## src/rtl/arbiter_puf_pkg.sv

```systemverilog
// Shared definitions for the arbiter PUF evaluation controller.
// Holds the parameter defaults, the controller state encoding and the
// vote-counter width helper used by both the top and the per-chain voter.
package arbiter_puf_pkg;

    localparam int unsigned DefLength = 16;
    localparam int unsigned DefChains = 4;
    localparam int unsigned DefRepeat = 7;
    localparam int unsigned DefSettle = 4;

    typedef enum logic [2:0] {
        StIdle,
        StLow,
        StHigh,
        StCapture,
        StDone
    } puf_state_e;

    // Wide enough to hold every count from 0 up to repeat_n inclusive.
    function automatic int unsigned vote_width(input int unsigned repeat_n);
        return $clog2(repeat_n + 1);
    endfunction

endpackage

```

## src/rtl/arbiter_puf_vote.sv

```systemverilog
// Per-chain arbiter sampler and vote counter.
// Ports:
//   iclk      clock
//   irst      synchronous active-high reset
//   iarb      raw arbiter output, asynchronous to iclk
//   iclear    clear the vote counter (new challenge accepted)
//   icapture  add the synchronised arbiter bit to the counter this cycle
//   ifinal    last capture of the challenge; latch the vote result
//   oresponse majority vote of all captures
//   ostable   all captures agreed
module arbiter_puf_vote
    import arbiter_puf_pkg::*;
#(
    parameter int unsigned C_REPEAT = DefRepeat
) (
    input  logic iclk,
    input  logic irst,
    input  logic iarb,
    input  logic iclear,
    input  logic icapture,
    input  logic ifinal,
    output logic oresponse,
    output logic ostable
);

    localparam int unsigned CntW = vote_width(C_REPEAT);

    logic [1:0]      sync_q;
    logic [CntW-1:0] cnt_q, cnt_d;
    logic            resp_q, stable_q;

    // Saturate rather than wrap; the controller never issues more than
    // C_REPEAT captures, so saturation is only a safety net.
    always_comb begin
        cnt_d = cnt_q;
        if (iclear) begin
            cnt_d = '0;
        end else if (icapture && sync_q[1] && (cnt_q != CntW'(C_REPEAT))) begin
            cnt_d = cnt_q + CntW'(1);
        end
    end

    always_ff @(posedge iclk) begin
        if (irst) begin
            sync_q   <= '0;
            cnt_q    <= '0;
            resp_q   <= 1'b0;
            stable_q <= 1'b0;
        end else begin
            sync_q <= {sync_q[0], iarb};
            cnt_q  <= cnt_d;
            // Evaluate on the post-capture count so the final vote is included.
            if (ifinal) begin
                resp_q   <= (cnt_d > CntW'(C_REPEAT / 2));
                stable_q <= (cnt_d == '0) || (cnt_d == CntW'(C_REPEAT));
            end
        end
    end

    assign oresponse = resp_q;
    assign ostable   = stable_q;

endmodule

```

## src/rtl/arbiter_puf_eval_ctrl.sv

```systemverilog
// Arbiter PUF evaluation controller.
// Accepts a challenge, drives it with a low/high launch pulse onto the
// external delay lines C_REPEAT times, captures each chain's arbiter output
// after every pulse and returns a per-chain majority vote plus stability flag.
// Ports:
//   iclk, irst       clock, synchronous active-high reset
//   ivalid/oready    challenge handshake, ichallenge is the challenge
//   opulse           launch pulse to every delay line
//   ochallenge_line  registered challenge to every delay line
//   iarb             raw arbiter outputs (asynchronous)
//   ovalid/iready    response handshake
//   oresponse        majority-voted bit per chain
//   ostable          per chain, all votes agreed
module arbiter_puf_eval_ctrl
    import arbiter_puf_pkg::*;
#(
    parameter int unsigned C_LENGTH = DefLength,
    parameter int unsigned C_CHAINS = DefChains,
    parameter int unsigned C_REPEAT = DefRepeat,
    parameter int unsigned C_SETTLE = DefSettle
) (
    input  logic                iclk,
    input  logic                irst,
    input  logic                ivalid,
    input  logic [C_LENGTH-1:0] ichallenge,
    output logic                oready,
    output logic                opulse,
    output logic [C_LENGTH-1:0] ochallenge_line,
    input  logic [C_CHAINS-1:0] iarb,
    output logic                ovalid,
    input  logic                iready,
    output logic [C_CHAINS-1:0] oresponse,
    output logic [C_CHAINS-1:0] ostable
);

    if ((C_REPEAT % 2) == 0 || C_REPEAT < 1) begin : g_bad_repeat
        $error("C_REPEAT must be odd and at least 1");
    end
    if (C_SETTLE < 3) begin : g_bad_settle
        $error("C_SETTLE must be at least 3");
    end

    localparam int unsigned RepW = vote_width(C_REPEAT);
    localparam int unsigned PhW  = $clog2(C_SETTLE);
    localparam logic [PhW-1:0]  SettleMax = PhW'(C_SETTLE - 1);
    localparam logic [RepW-1:0] RepLast   = RepW'(C_REPEAT - 1);

    puf_state_e          state_q, state_d;
    logic [PhW-1:0]      phase_q, phase_d;
    logic [RepW-1:0]     rep_q, rep_d;
    logic [C_LENGTH-1:0] chal_q, chal_d;
    logic                pulse_q;
    logic                accept, capture, finish;

    always_comb begin
        state_d = state_q;
        phase_d = phase_q;
        rep_d   = rep_q;
        chal_d  = chal_q;
        accept  = 1'b0;
        capture = 1'b0;
        finish  = 1'b0;
        unique case (state_q)
            StIdle: begin
                if (ivalid) begin
                    accept  = 1'b1;
                    chal_d  = ichallenge;
                    rep_d   = '0;
                    phase_d = '0;
                    state_d = StLow;
                end
            end
            StLow: begin
                if (phase_q == SettleMax) begin
                    phase_d = '0;
                    state_d = StHigh;
                end else begin
                    phase_d = phase_q + PhW'(1);
                end
            end
            StHigh: begin
                if (phase_q == SettleMax) begin
                    phase_d = '0;
                    state_d = StCapture;
                end else begin
                    phase_d = phase_q + PhW'(1);
                end
            end
            StCapture: begin
                capture = 1'b1;
                rep_d   = rep_q + RepW'(1);
                if (rep_q == RepLast) begin
                    finish  = 1'b1;
                    state_d = StDone;
                end else begin
                    state_d = StLow;
                end
            end
            StDone: begin
                if (iready) begin
                    state_d = StIdle;
                end
            end
            default: state_d = StIdle;
        endcase
    end

    always_ff @(posedge iclk) begin
        if (irst) begin
            state_q <= StIdle;
            phase_q <= '0;
            rep_q   <= '0;
            chal_q  <= '0;
            pulse_q <= 1'b0;
        end else begin
            state_q <= state_d;
            phase_q <= phase_d;
            rep_q   <= rep_d;
            chal_q  <= chal_d;
            // Registered so the launch edge into the delay lines is glitch-free.
            pulse_q <= (state_d == StHigh);
        end
    end

    for (genvar k = 0; k < C_CHAINS; k++) begin : g_chain
        arbiter_puf_vote #(
            .C_REPEAT(C_REPEAT)
        ) u_vote (
            .iclk     (iclk),
            .irst     (irst),
            .iarb     (iarb[k]),
            .iclear   (accept),
            .icapture (capture),
            .ifinal   (finish),
            .oresponse(oresponse[k]),
            .ostable  (ostable[k])
        );
    end

    assign oready          = (state_q == StIdle);
    assign ovalid          = (state_q == StDone);
    assign opulse          = pulse_q;
    assign ochallenge_line = chal_q;

endmodule

```

## config.mk

```make
export PLATFORM = sky130hd
export DESIGN_NAME = arbiter_puf_eval_ctrl
export DESIGN_NICKNAME = d
export VERILOG_FILES = /design/src/rtl/arbiter_puf_pkg.sv /design/src/rtl/arbiter_puf_vote.sv /design/src/rtl/arbiter_puf_eval_ctrl.sv
export SDC_FILE = /design/constraint.sdc
export NUM_CORES = 1
export LEC_CHECK = 0
export ABC_AREA = 1
export CORE_ASPECT_RATIO = 1.2
export CORE_MARGIN = 4
export CORE_UTILIZATION = 45
export CTS_CLUSTER_SIZE = 14
export DETAILED_ROUTE_END_ITERATION = 10
export PLACE_DENSITY = 0.71
export SYNTH_ARGS = -nofsm -noshare
export SYNTH_HDL_FRONTEND = slang
export SYNTH_SLANG_ARGS = --single-unit
```

## constraint.sdc

```tcl
create_clock -name iclk -period 3.88 [get_ports iclk]
set_input_delay 0.582 -clock iclk [delete_from_list [all_inputs] [get_ports iclk]]
set_output_delay 0.582 -clock iclk [all_outputs]
set_load 0.01 [all_outputs]
```

==> flow_metrics.py, run 1 <==
metrics = {
    "placement": {
        "place_hpwl_um": 3320,
        "port_buffers": 50,
        "place.gp.congestion": 0.784,
    },
    "pwr": {
        "p_leak_nw": 1.30,
        "peakVddDrop_mv": 0.256,
        "power.density_nw_per_um2": 422,
        "pwr-share-clk_pct": 33.8,
        "p_switching_mw": 0.330,
        "p_int_mw": 0.940,
        "comb_power_share_pct": 18.9,
        "seqPwrFrac_pct": 47.3,
        "sw_frac_of_total_pct": 26.0,
    },
    "global_routing": {
        "grt.total_usage_pct": 15.3,
        "grt_pass1_vias": 1981,
        "grt_overflow": 0,
        "grt_pass1_wl_um": 8110,
        "antenna_found_initial": 0,
        "grt_max_degree": 48,
    },
    "critical_path": {
        "startpoint_type": "register",
        "end_kind": "output pin",
        "critPathKind": "reg2out",
        "critical_path.max_fanout": 4,
        "worst_ep_required_time_ns": 3.30,
        "cp.arrival_ns": 1.56,
    },
    "drt": {
        "wire_per_inst_um": 11.2,
        "ant_nets": 0,
        "vias": 2056,
        "routed_wl_um": 4730,
        "dr.first_iter.drc_count": 105,
        "viasPerCell": 4.88,
        "drc_errors": 0,
        "drt-pass1-iter-count": 4,
        "dr.max_layer_used": "met4",
        "met2WireLength_um": 2490,
        "met3_wirelength_um": 179,
        "drt-met1-wl_um": 1990,
    },
    "yosys": {
        "syn_area_um2": 2460,
        "synthXorXnorAreaFrac_pct": 0.356,
        "synth_warnings": 0,
        "synth_cells": 321,
        "synth_top_family_by_area": "simple AND/OR/NAND/NOR gates",
        "synth_top_area_cell": "dfxtp_1",
        "synth.distinct_cells": 32,
        "synth-compound-area-share_pct": 9.04,
        "muxShareOfSynthArea_pct": 0,
        "synth_nets": 356,
        "synth_top_area_share_pct": 43.1,
        "syn_area_per_cell_um2": 7.67,
        "synth-adder-area-share_pct": 5.59,
        "synthArstFlopShare_pct": 0,
        "synth-seq-cells": 53,
        "synth_flop_cell": "dfxtp_1",
        "synth_edf_count": 0,
        "synth_simple_gate_area_share_pct": 29.3,
        "synth-seq-area-share_pct": 43.1,
        "synth_area_leaders": "dfxtp_1, nand2_1, ha_1, nor2_1, inv_1",
    },
    "floorplanning": {
        "rows": 29,
        "start_util_pct": 46.5,
        "die_w_um": 75.5,
        "die_height_um": 89.1,
        "die_area_um2": 6730,
        "core_area_um2": 5300,
        "ioPinCount": 51,
    },
    "layout": {
        "drive_gt1_share_pct": 8.36,
        "syn_to_final_growth_pct": 22.1,
        "n_antenna_cell": 0,
        "nets": 393,
        "final_util_pct": 56.8,
        "fill_cells": 522,
    },
    "sta": {
        "final-setup-viol-count": 0,
        "rsz0062_at_grt": "false",
        "tightest_slew_ns": 0.897,
        "period_needed_ns": 2.15,
        "fin_crit_sh_pct": 55.3,
        "slew_headroom_pct": 40.2,
        "max_freq_ghz": 0.466,
        "hold_viol": 0,
        "final.setup_skew_ns": 0.00774,
        "setup_tns_ns": 0,
        "slew_viol_final": 0,
    },
    "clock_tree": {
        "postCtsSetupBuffers": 0,
        "cts_tree": "done",
        "clk_latency_ns": 0.30,
        "cts.htree.levels": 2,
        "clkSinkCount": 53,
        "cts_root_buf": "clkbuf_8",
        "clockBufferDepth": 2,
        "cts.clk_slew.worst_paths_ns": 0.09,
        "hold_buffers": 0,
        "cts_resized": 0,
        "numCtsBuffers": 5,
    },
    "run_status": {
        "status": "completed",
    },
    "hold_path": {
        "hp-class": "reg2reg",
    },
    "job": {
        "drv_cap": 0,
    },
}
layer usage:
| metal | vias to the layer above | global-route usage, % |
|---|---|---|
| met5 | - | 0 |
| met4 | 0 | 4.77 |
| li1 | 1074 | - |
| met1 | 933 | 17.2 |
| met2 | 40 | 27.9 |
| met3 | 9 | 3.71 |
synthesized netlist by cell type, types with 2 or more instances:
cell      instances
inv_1            35
nand3_2           6
o21ai_0           5
nor2_4            2
nor3_1            2
buf_6             4
dfxtp_1          53
a21oi_1          24
clkbuf_1          3
buf_4            10
inv_2             3
nor2_1           36
nand3b_1          5
o21ai_1           2
nand2_2           2
a21oi_2           3
nand3_1          19
nand2_1          83
ha_1             11
worst paths after layout:
path	from	endpoint	slack (ns)	cells past startpoint
setup / recovery	state_q[2]$_SDFF_PP0_	ovalid	1.73	3
hold / removal	g_chain[3].u_vote.sync_q[0]$_SDFF_PP0_	g_chain[3].u_vote.sync_q[1]$_SDFF_PP0_	0.40	2
setup reg to reg	state_q[0]$_SDFF_PP0_	g_chain[2].u_vote.ostable$_SDFFE_PP0P_	2.11	10
hold reg to reg	g_chain[3].u_vote.sync_q[0]$_SDFF_PP0_	g_chain[3].u_vote.sync_q[1]$_SDFF_PP0_	0.40	2
logic make-up after synthesis:
kind of cell             count (synthesis)
AND/OR/NAND/NOR                        158
XOR/XNOR                                 1
adder cells (fa/ha/maj)                 11
AO/OA/AOI/OAI                           39
flip-flops                              53
buffers and inverters                   59
metrics by stage:
stage	total power, mW	hold slack (ns)	instance area [µm²]	instances	setup slack, ns
4_1_cts	1.29	0.403	3010	421	1.73
3_5_place_dp	0.858	0.393	2870	413	1.62
5_1_grt	1.34	0.427	3010	421	1.62
3_3_place_gp	0.852	0.390	2870	413	1.65
6_report	1.27	0.403	3010	421	1.73
2_1_floorplan	0.774	0.388	2460	321	2.38
flip-flops by register name, indices dropped and copies added (netlist names):
signal,cells
ochallenge_line,16
g_chain.u_vote.cnt_q,12
g_chain.u_vote.sync_q,8
g_chain.u_vote.oresponse,4
g_chain.u_vote.ostable,4
rep_q,3
state_q,3
phase_q,2
opulse,1
worst max-delay path, stage by stage, from the launching register on:
cell and delay (ns):
dfxtp_1 0.44, inv_1 0.12, nor2_1 0.15, clkdlybuf4s50_1 0.55
power by group through the flow:
stage | registers (mW) | logic, mW | clock network [mW]
final | 0.601 | 0.240 | 0.429
after global routing | 0.606 | 0.272 | 0.464
after CTS | 0.602 | 0.246 | 0.442
after detailed placement | 0.614 | 0.244 | 0
after global placement | 0.613 | 0.240 | 0
after floorplan | 0.621 | 0.153 | 0
final cells by class:
class,instances,area (µm²),share of cell area [%]
Multi-Input combinational cell,209,1090,36.3
Tap cell,62,77.6,2.58
Inverter,39,149,4.95
Sequential cell,53,1060,35.3
Timing Repair Buffer,50,495,16.5
Clock inverter,3,65.1,2.16
Clock buffer,5,68.8,2.29
cells in the final DEF, fill, tap and decap left out, types with 2 or more instances in the layout:
| cell | Yosys | layout |
|---|---|---|
| nand2_2 | 2 | 2 |
| nand2_1 | 83 | 83 |
| clkdlybuf4s50_1 | 0 | 49 |
| bufinv_16 | 0 | 2 |
| inv_2 | 3 | 3 |
| nand3_1 | 19 | 19 |
| o21ai_0 | 5 | 5 |
| nand3_2 | 6 | 6 |
| nand3b_1 | 5 | 5 |
| a21oi_2 | 3 | 3 |
| nor2_4 | 2 | 2 |
| nor2_1 | 36 | 36 |
| a21oi_1 | 24 | 24 |
| ha_1 | 11 | 11 |
| o21ai_1 | 2 | 2 |
| inv_1 | 35 | 35 |
| clkbuf_8 | 1 | 5 |
| dfxtp_1 | 53 | 53 |
| nor3_1 | 2 | 2 |
Note: power is estimated with default switching activity, not from simulation.
==> run 2, diff against run 1 <==
Clock period 3.88 ns to 2 ns, I/O delays scaled along.
==> flow_metrics.py, run 2 (synthesized netlist as in run 1, its figures left out) <==
metrics = {
    "run_status": {
        "status": "completed",
    },
    "global_routing": {
        "antenna_found_initial": 0,
        "grt.total_usage_pct": 14.4,
        "grt_pass1_vias": 1805,
        "grt_max_degree": 32,
        "grt_pass1_wl_um": 7610,
        "grt_overflow": 0,
    },
    "hold_path": {
        "hp-class": "in2reg",
    },
    "critical_path": {
        "path_buf_inv": 2,
        "end_kind": "output pin",
        "critPathKind": "reg2out",
        "cp.arrival_ns": 1.54,
        "cp_top_family": "buffers and inverters",
        "critical_path.max_fanout": 4,
        "worst_ep_required_time_ns": 1.70,
        "crit_chain": "inv_1, nor2_1, clkdlybuf4s50_1",
        "startpoint_type": "register",
        "slowest_stage": "clkdlybuf4s50_1",
        "max_stage_delay_ns": 0.55,
    },
    "layout": {
        "final_common_cell": "nand2_1",
        "n_antenna_cell": 0,
        "nets": 397,
        "drive_gt1_share_pct": 8.82,
        "final_util_pct": 56.6,
        "syn_to_final_growth_pct": 21.8,
        "largest_register_ffs": 16,
        "finalNonFillerCells": 425,
        "layout_common_cells": "nand2_1, dfxtp_1, clkdlybuf4s50_1",
    },
    "placement": {
        "placedCellCount": 417,
        "place_hpwl_um": 3400,
        "port_buffers": 50,
        "place.gp.congestion": 0.754,
    },
    "sta": {
        "fin_crit_sh_pct": 92.1,
        "final-setup-viol-count": 0,
        "period_needed_ns": 1.84,
        "tightest_slew_ns": 0.367,
        "whs_ns": 0.380,
        "rsz0062_at_grt": "false",
        "hold_viol": 0,
        "setup_tns_ns": 0,
        "slew_viol_final": 0,
        "slew_headroom_pct": 75.5,
        "final.setup_skew_ns": 0.0116,
        "max_freq_ghz": 0.543,
    },
    "drt": {
        "wire_per_inst_um": 10.8,
        "drc_errors": 0,
        "drt-pass1-iter-count": 4,
        "routed_wl_um": 4600,
        "dr.first_iter.drc_count": 67,
        "ant_nets": 0,
        "vias": 2008,
        "viasPerCell": 4.72,
    },
    "clock_tree": {
        "clkSinkCount": 53,
        "clockBufferDepth": 2,
        "cts.htree.levels": 2,
        "numCtsBuffers": 5,
        "cts.clk_slew.worst_paths_ns": 0.10,
        "hold_buffers": 0,
        "cts_root_buf": "clkbuf_8",
        "cts_tree": "done",
        "clk_latency_ns": 0.30,
        "postCtsSetupBuffers": 0,
        "cts_resized": 0,
    },
    "floorplanning": {
        "die_height_um": 89.1,
        "ioPinCount": 51,
        "start_util_pct": 46.5,
        "rows": 29,
        "die_area_um2": 6730,
        "core_area_um2": 5300,
        "die_w_um": 75.5,
    },
    "pwr": {
        "finalPower_mw": 2.23,
        "p_leak_nw": 1.29,
        "peakVddDrop_mv": 0.370,
        "power.density_nw_per_um2": 742,
    },
    "job": {
        "drv_cap": 0,
    },
}
run 2: layout make-up:
| class | count | area, µm² |
|---|---|---|
| clock inverters | 1 | 7.51 |
| well taps | 62 | 77.6 |
| clock buffers | 7 | 76.3 |
| fillers | 521 | 2300 |
| inverters | 39 | 149 |
| repair buffers | 54 | 538 |
| multi-input cells | 209 | 1090 |
| flip-flops and latches | 53 | 1060 |
run 2: worst paths after layout:
kind,start,to,slack (ns),cells after the start
worst max-delay path,state_q[2]$_SDFF_PP0_,ovalid,0.16,3
worst min-delay path,irst,g_chain[0].u_vote.sync_q[0]$_SDFF_PP0_,0.38,2
worst max register to register,g_chain[1].u_vote.cnt_q[0]$_SDFF_PP0_,g_chain[1].u_vote.ostable$_SDFFE_PP0P_,0.28,10
worst min register to register,g_chain[1].u_vote.sync_q[0]$_SDFF_PP0_,g_chain[1].u_vote.sync_q[1]$_SDFF_PP0_,0.39,2
run 2: report_power, final:
group	switching, mW	internal [mW]	leakage [nW]
clock network	0.329	0.248	0.0385
registers	0.0367	1.13	0.432
logic	0.270	0.217	0.823
total	0.635	1.59	1.29
run 2: worst reg2reg max path, cell delays in order (launching register included):
cell     delay [ns]
dfxtp_1        0.35
ha_1           0.20
ha_1           0.17
nor2_1         0.26
nand2_1        0.15
nand2_1        0.10
nand3_1        0.11
nand2_1        0.08
o21ai_1        0.06
nand2_1        0.08
a21oi_2        0.05
run 2: layer usage:
metal / global-route usage (%) / up-vias / share of wire, %
met1: 17.7 / 879 / 45
li1: - / 1083 / -
met2: 24.4 / 39 / 49
met4: 5.88 / 0 / 1.7
met5: 0 / - / 0
met3: 2.81 / 7 / 4.0
run 2: through the flow:
step	worst slack [ns]	instance area, µm²
2_1_floorplan	0.498	2460
3_3_place_gp	0.337	2920
3_5_place_dp	0.286	2920
4_1_cts	0.149	3000
5_1_grt	0.0732	3000
6_report	0.159	3000
